[src/rtl/apb_rr_master.sv]
`default_nettype none
// ============================================================================
// Module      : apb_rr_master
// Description : Two-requester round-robin APB master. Arbitrates between two
//               valid/done requesters, runs APB SETUP/ACCESS, waits on PREADY
//               with an optional timeout and returns read data / error.
// Revision    : 1.0 - initial release
// ============================================================================
module apb_rr_master #(
   parameter int ADDR_W  = 10,
   parameter int DATA_W  = 32,
   parameter int TIMEOUT = 16
) (
   input  logic              PCLK,
   input  logic              PRESET,
   // requester 0
   input  logic              r0_valid,
   input  logic              r0_write,
   input  logic [ADDR_W-1:0] r0_addr,
   input  logic [DATA_W-1:0] r0_wdata,
   output logic              r0_done,
   // requester 1
   input  logic              r1_valid,
   input  logic              r1_write,
   input  logic [ADDR_W-1:0] r1_addr,
   input  logic [DATA_W-1:0] r1_wdata,
   output logic              r1_done,
   // shared response
   output logic [DATA_W-1:0] rsp_rdata,
   output logic              rsp_err,
   // APB
   output logic              PSEL,
   output logic              PENABLE,
   output logic              PWRITE,
   output logic [ADDR_W-1:0] PADDR,
   output logic [DATA_W-1:0] PWDATA,
   input  logic [DATA_W-1:0] PRDATA,
   input  logic              PREADY
);

   // Counter needs at least one bit even when the timeout is disabled.
   localparam int            CW          = (TIMEOUT > 0) ? $clog2(TIMEOUT + 1) : 1;
   localparam bit            C_TO_EN     = (TIMEOUT > 0);
   localparam logic [CW-1:0] C_WAIT_LAST = (TIMEOUT > 0) ? CW'(TIMEOUT - 1) : '0;

   typedef enum logic [1:0] {
      S_IDLE   = 2'd0,
      S_SETUP  = 2'd1,
      S_ACCESS = 2'd2,
      S_DONE   = 2'd3
   } state_t;

   state_t              state_q, state_d;
   logic                grant_q, grant_d;
   logic                last_grant_q, last_grant_d;
   logic [CW-1:0]       wait_q, wait_d;
   logic                pwrite_q, pwrite_d;
   logic [ADDR_W-1:0]   paddr_q, paddr_d;
   logic [DATA_W-1:0]   pwdata_q, pwdata_d;
   logic [DATA_W-1:0]   rdata_q, rdata_d;
   logic                err_q, err_d;
   logic                win;

   // Next-state logic: arbitration in IDLE, PREADY/timeout handling in ACCESS.
   always_comb begin
      state_d      = state_q;
      grant_d      = grant_q;
      last_grant_d = last_grant_q;
      wait_d       = wait_q;
      pwrite_d     = pwrite_q;
      paddr_d      = paddr_q;
      pwdata_d     = pwdata_q;
      rdata_d      = rdata_q;
      err_d        = err_q;
      win          = 1'b0;

      case (state_q)
         S_IDLE: begin
            if (r0_valid || r1_valid) begin
               // On a tie the requester that was not served last wins.
               win      = (r0_valid && r1_valid) ? ~last_grant_q : r1_valid;
               grant_d  = win;
               pwrite_d = win ? r1_write : r0_write;
               paddr_d  = win ? r1_addr  : r0_addr;
               pwdata_d = win ? r1_wdata : r0_wdata;
               wait_d   = '0;
               state_d  = S_SETUP;
            end
         end
         S_SETUP: begin
            state_d = S_ACCESS;
         end
         S_ACCESS: begin
            if (PREADY) begin
               err_d = 1'b0;
               if (!pwrite_q) begin
                  rdata_d = PRDATA;
               end
               state_d = S_DONE;
            end else if (C_TO_EN && (wait_q == C_WAIT_LAST)) begin
               err_d   = 1'b1;
               rdata_d = '0;
               state_d = S_DONE;
            end else begin
               wait_d = wait_q + 1'b1;
            end
         end
         S_DONE: begin
            last_grant_d = grant_q;
            wait_d       = '0;
            state_d      = S_IDLE;
         end
         default: begin
            state_d = S_IDLE;
         end
      endcase
   end

   // State and datapath registers with synchronous reset.
   always_ff @(posedge PCLK) begin
      if (PRESET) begin
         state_q      <= S_IDLE;
         grant_q      <= 1'b0;
         last_grant_q <= 1'b1;
         wait_q       <= '0;
         pwrite_q     <= 1'b0;
         paddr_q      <= '0;
         pwdata_q     <= '0;
         rdata_q      <= '0;
         err_q        <= 1'b0;
      end else begin
         state_q      <= state_d;
         grant_q      <= grant_d;
         last_grant_q <= last_grant_d;
         wait_q       <= wait_d;
         pwrite_q     <= pwrite_d;
         paddr_q      <= paddr_d;
         pwdata_q     <= pwdata_d;
         rdata_q      <= rdata_d;
         err_q        <= err_d;
      end
   end

   // APB control and done pulses decode directly from the state.
   always_comb begin
      PSEL    = (state_q == S_SETUP) || (state_q == S_ACCESS);
      PENABLE = (state_q == S_ACCESS);
      r0_done = (state_q == S_DONE) && !grant_q;
      r1_done = (state_q == S_DONE) &&  grant_q;
   end

   assign PWRITE    = pwrite_q;
   assign PADDR     = paddr_q;
   assign PWDATA    = pwdata_q;
   assign rsp_rdata = rdata_q;
   assign rsp_err   = err_q;

endmodule
`default_nettype wire

[config.mk]
export PLATFORM = sky130hd
export DESIGN_NAME = apb_rr_master
export DESIGN_NICKNAME = d
export VERILOG_FILES = /design/src/rtl/apb_rr_master.sv
export SDC_FILE = /design/constraint.sdc
export NUM_CORES = 1
export LEC_CHECK = 0
export CORE_MARGIN = 5
export CORE_UTILIZATION = 34
export DETAILED_ROUTE_END_ITERATION = 16
export PLACE_DENSITY = 0.76
export SYNTH_ARGS = -nofsm -noshare
export SYNTH_HDL_FRONTEND = slang
export SYNTH_SLANG_ARGS = --single-unit
[constraint.sdc]
create_clock -name PCLK -period 3.1 [get_ports PCLK]
set_input_delay 0.62 -clock PCLK [delete_from_list [all_inputs] [get_ports PCLK]]
set_output_delay 0.62 -clock PCLK [all_outputs]
set_load 0.005 [all_outputs]
# ---- Word level (Yosys, flattened, before mapping)
# Index checks and enable logic that the tools add are counted.
dict set report word_totals {
  register_bits 85
  inputBits 123
  output_inout_bits 80
}
dict set report classes {
  n_addsub 1
  n_eq_ne 9
  muxes 17
  bitwise 1
  reduce_logical 14
}
# op count
set ops {}
lappend ops {{$mux 32} 4}
lappend ops {{$mux 5} 3}
lappend ops {{$pmux 5 s3} 1}
lappend ops {{$mux 10} 1}
lappend ops {{$ne 2x2->1 const B} 4}
lappend ops {{$pmux 2 s4} 1}
lappend ops {{$mux 2} 3}
lappend ops {{$reduce_and 2->1} 3}
lappend ops {{$add 5x1->5 const B} 1}
lappend ops {{$eq 5x4->1 const B} 1}
lappend ops {{$eq 2x2->1 const B} 2}
lappend ops {{$mux 1} 4}
lappend ops {{$reduce_and 4->1} 1}
lappend ops {{$logic_and 1x1->1} 3}
lappend ops {{$ne 3x1->1 const B} 1}
lappend ops {{$reduce_and 3->1} 1}
lappend ops {{$reduce_bool 3->1} 1}
lappend ops {{$eq 2x1->1 const B} 1}
lappend ops {{$logic_not 2->1} 1}
lappend ops {{$logic_or 1x1->1} 2}
lappend ops {{$reduce_bool 2->1} 1}
lappend ops {{$logic_not 1->1} 1}
lappend ops {{$not 1->1} 1}

# ---- Logic depth before layout (Yosys ltp)
dict set report logic_depth {
  word_depth 4
  depth_mapped 8
  depth_no_buf 7
}

# ---- Worst setup path after synthesis
# No wires, ideal clock.
dict set report synth_path {
  path_type {flip-flop to flip-flop}
  from {register wait_q[0]}
  to {register wait_q[3]}
  setup_time_ps 74
  arrival_time_ps 1664
  required_time_ps 3026
  setup_slack_ps 1361
  stages_incl_launch_ff 8
  path_buffers 0
  synth_period_minus_slack_ps 1739
  path_cell_list {dfxtp_1 ha_1 and3_1 ha_1 nor2_2 nand4_1 or4_1 a31oi_1}
}
dict set report synth_via {
  elab_chain_len 4
  word_cells_on_any_way 7
}
# item line_no
set synth_lines {}
lappend synth_lines {{start: declaration} 56} ;# logic [CW-1:0] wait_q, wait_d;
lappend synth_lines {{start signal: assignment} 135} ;# wait_q <= wait_d;
lappend synth_lines {{$add 5x1->5} 105} ;# wait_d = wait_q + 1'b1;
lappend synth_lines {{$mux 5} 100} ;# end else if (C_TO_EN && (wait_q == C_WAIT_LAST)) begin
lappend synth_lines {{$mux 5} 94} ;# if (PREADY) begin
lappend synth_lines {{$pmux 5 s3} 77} ;# case (state_q)
# Parallel ways exist; a longest one is shown, timed or not. The select of a mux whose other input is x is not followed.
# A chain may end at the register's enable or synchronous reset.

# ---- Final worst setup path
dict set report layout_path {
  from {register state_q[0]}
  to {output PENABLE}
}
dict set report layout_via {
  elab_chain_len 1
}
# item line_no
set layout_lines {}
lappend layout_lines {{start: declaration} 53} ;# state_t state_q, state_d;
lappend layout_lines {{start signal: assignment} 132} ;# state_q <= state_d;
lappend layout_lines {{$eq 2x2->1} 147} ;# PENABLE = (state_q == S_ACCESS);
lappend layout_lines {{end: declaration} 33} ;# output logic PENABLE,
# Every way passes these cells.

==> metrics.yaml <==
status: "finished, final reports clean"
hold_start: "rsp_rdata[14]"
netlist_area_um2: 3650
hold_viol: 0
clock-root-buffer: "clkbuf_8"
setup_violations: 0
antennaDiodeCount: 0
synth_fa_ha_area_share_pct: 2.74
antenna_found_initial: 0
critPathLaunch: "state_q[0]"
ff2ff_path_depth: 8
synth-simple-area-share_pct: 15.9
synth.distinct_cells: 35
nNetsFinal: 719
fmax_mhz: 408
synth_top_family_by_area: "compound AO/OA/AOI/OAI gates"
ys_seq_area_share_pct: 46.6
drive_gt1_share_pct: 4.89
power_density_nw_per_um2: 637
worstPathArrival_ps: 1830
synth_warnings: 0
fin_util_pct: 57.1
r2r-start: "wait_q[0]"
cpPeakStageDelay_ps: 600
cts_tree: "yes"
p_leak_uw: 0.00213
io_pins: 203
fp.dieH_um: 114
coreArea_um2: 10400
cts.sinks: 85
synth-main-ff-cell: "dfxtp_1"
synth_edf_count: 0
grt_max_degree: 87
cts.htree.levels: 3
cp-start-kind: "flip-flop"
die-area_um2: 12900
start_util_pct: 35.1
rows: 37
worst_pin_slew_ps: 1030
syn_inst: 405
crit_chain: "inv_1 -> ha_1 -> clkdlybuf4s50_1"
die_w_um: 114
ant_nets: 0
syn_nets: 536
postCtsSetupBuffers: 0
cts_resized: 0
drtIter0Drc: 213
period_share_pct: 79.0
whs_path_depth: 2
synth-xor-area-share_pct: 0
avgSynthCellArea_um2: 9.02
area_delta_synth_final_pct: 62.8
relSlewSlack_pct: 31.0
synthTopCellsByArea: "dfxtp_1 (47%), mux2i_1 (12%), a211oi_1 (9.2%)"
viasPerCell: 4.83
overflow: 0
cts.hold.buffers_added: 0
hold_end: "rsp_rdata[14]"
wl_per_cell_um: 14.8
netlist.area_leader.share_pct: 46.6
clkLatencyLatePin_ps: 330
fin_cells: 729
rsz0062_at_grt: "false"
first_global_vias: 3458
synth_top_area_cell: "dfxtp_1"
track_usage_pct: 15.9
fillers: 930
ir_drop_mv: 0.350
fin_crit_ps: 2450
worstSetupPathType: "reg -> out"
place_inst: 713
vias: 3522
path_clk_slew_ps: 80
cts_buffers: 9
synthArstFlopShare_pct: 0
dr.pass1.iters: 4
grt_first_pass_wirelength_um: 17000
clock_path_buffers: 2
fin_skew_ps: 6.26
port_buffers: 202
muxShareOfSynthArea_pct: 12.1
crit_slowest_cell: "clkdlybuf4s50_1"
drv_cap: 0
worstPathRequired_ps: 2480
r2r_end: "rsp_rdata[29]"
final_area_um2: 5950
routabilityCongestion: 0.830
final_max_slew_viol_count: 0
drc: 0
dpl_cell_area_um2: 5740
hpwl_um: 8210
drt-total-wl_um: 10800
end_kind: "output port"
ys_ff_latch: 85
hold_path.class: "reg -> reg"
rrSetupSlack_ps: 1120
critPathMaxFanout: 11
synth-compound-area-share_pct: 16.9
tns_ps: 0
[sequential cells by signal (all words and copies together), names as in the netlist]
name          count
PWDATA           32
rsp_rdata        32
PADDR            10
wait_q            5
state_q           2
PWRITE            1
grant_q           1
last_grant_q      1
rsp_err           1
[worst max-delay path, delay by kind of cell (launching register included)]
kind	cells	cell delay (ps)
adders and majority gates	1	410
buffers and inverters	2	730
DFF	1	350
[synthesized netlist by cell type, types with 2 or more instances]
master / count
dfxtp_1: 85
nor2_1: 49
a211oi_1: 45
mux2i_1: 44
a21oi_1: 36
nand2_1: 34
nand3_1: 34
clkbuf_1: 15
buf_2: 13
ha_1: 8
inv_1: 6
buf_6: 5
nand2b_1: 3
o32ai_1: 3
buf_1: 2
nor2b_1: 2
o21a_1: 2
or2_2: 2
[worst max-delay path by stage]
stage / depth (start not counted) / to / slack (ps)
final: 3 / PENABLE / 650
after CTS: 3 / PENABLE / 620
after floorplan: 7 / wait_q[3] / 1360
after global routing: 3 / PENABLE / 550
after global placement: 5 / wait_q[3] / 840
after detailed placement: 6 / rsp_rdata[29] / 820
[per-stage QoR]
stage	hold slack, ps	total power [uW]	setup WS, ps
2_1_floorplan	436	2180	1360
3_3_place_gp	438	2980	839
3_5_place_dp	443	3030	823
4_1_cts	456	3850	622
5_1_grt	468	4050	552
6_report	452	3790	650
[per-layer routing]
| layer | track usage [%] | routed length [um] |
|---|---|---|
| met4 | 4.65 | 167 |
| met5 | 0 | 0 |
| met3 | 5.25 | 958 |
| met2 | 26.5 | 5070 |
| met1 | 19.7 | 4620 |
[layout make-up]
| type | count | area (um^2) | area share (%) |
|---|---|---|---|
| repair buffers | 208 | 2090 | 35.1 |
| clock inverters | 5 | 58.8 | 0.989 |
| flip-flops and latches | 85 | 1700 | 28.6 |
| multi-input cells | 278 | 1760 | 29.5 |
| well taps | 136 | 170 | 2.86 |
| inverters | 6 | 22.5 | 0.379 |
| clock buffers | 11 | 151 | 2.55 |
[cell usage in the layout (no fill, tap or decap), types with 3 or more instances in the layout]
| master | instances |
|---|---|
| dfxtp_1 | 85 |
| nor2_1 | 49 |
| a211oi_1 | 45 |
| inv_1 | 6 |
| o32ai_1 | 3 |
| clkdlybuf4s50_1 | 201 |
| ha_1 | 8 |
| nand2_1 | 34 |
| nand3_1 | 34 |
| clkbuf_8 | 11 |
| buf_4 | 4 |
| a21oi_1 | 36 |
| nand2b_1 | 3 |
| mux2i_1 | 44 |
[logic make-up after synthesis]
group / Yosys count
simple gates: 132
compound gates: 94
flops: 85
mux: 44
buf+inv: 42
fa+ha+maj: 8
[where the power goes]
group          switching (uW)  internal, uW  leakage [uW]  total, uW
combinational             645           843       0.00133       1490
clock                     388           417      0.000102        805
sequential                143          1350      0.000697       1500
No activity file was read; power rests on OpenSTA's default activity.
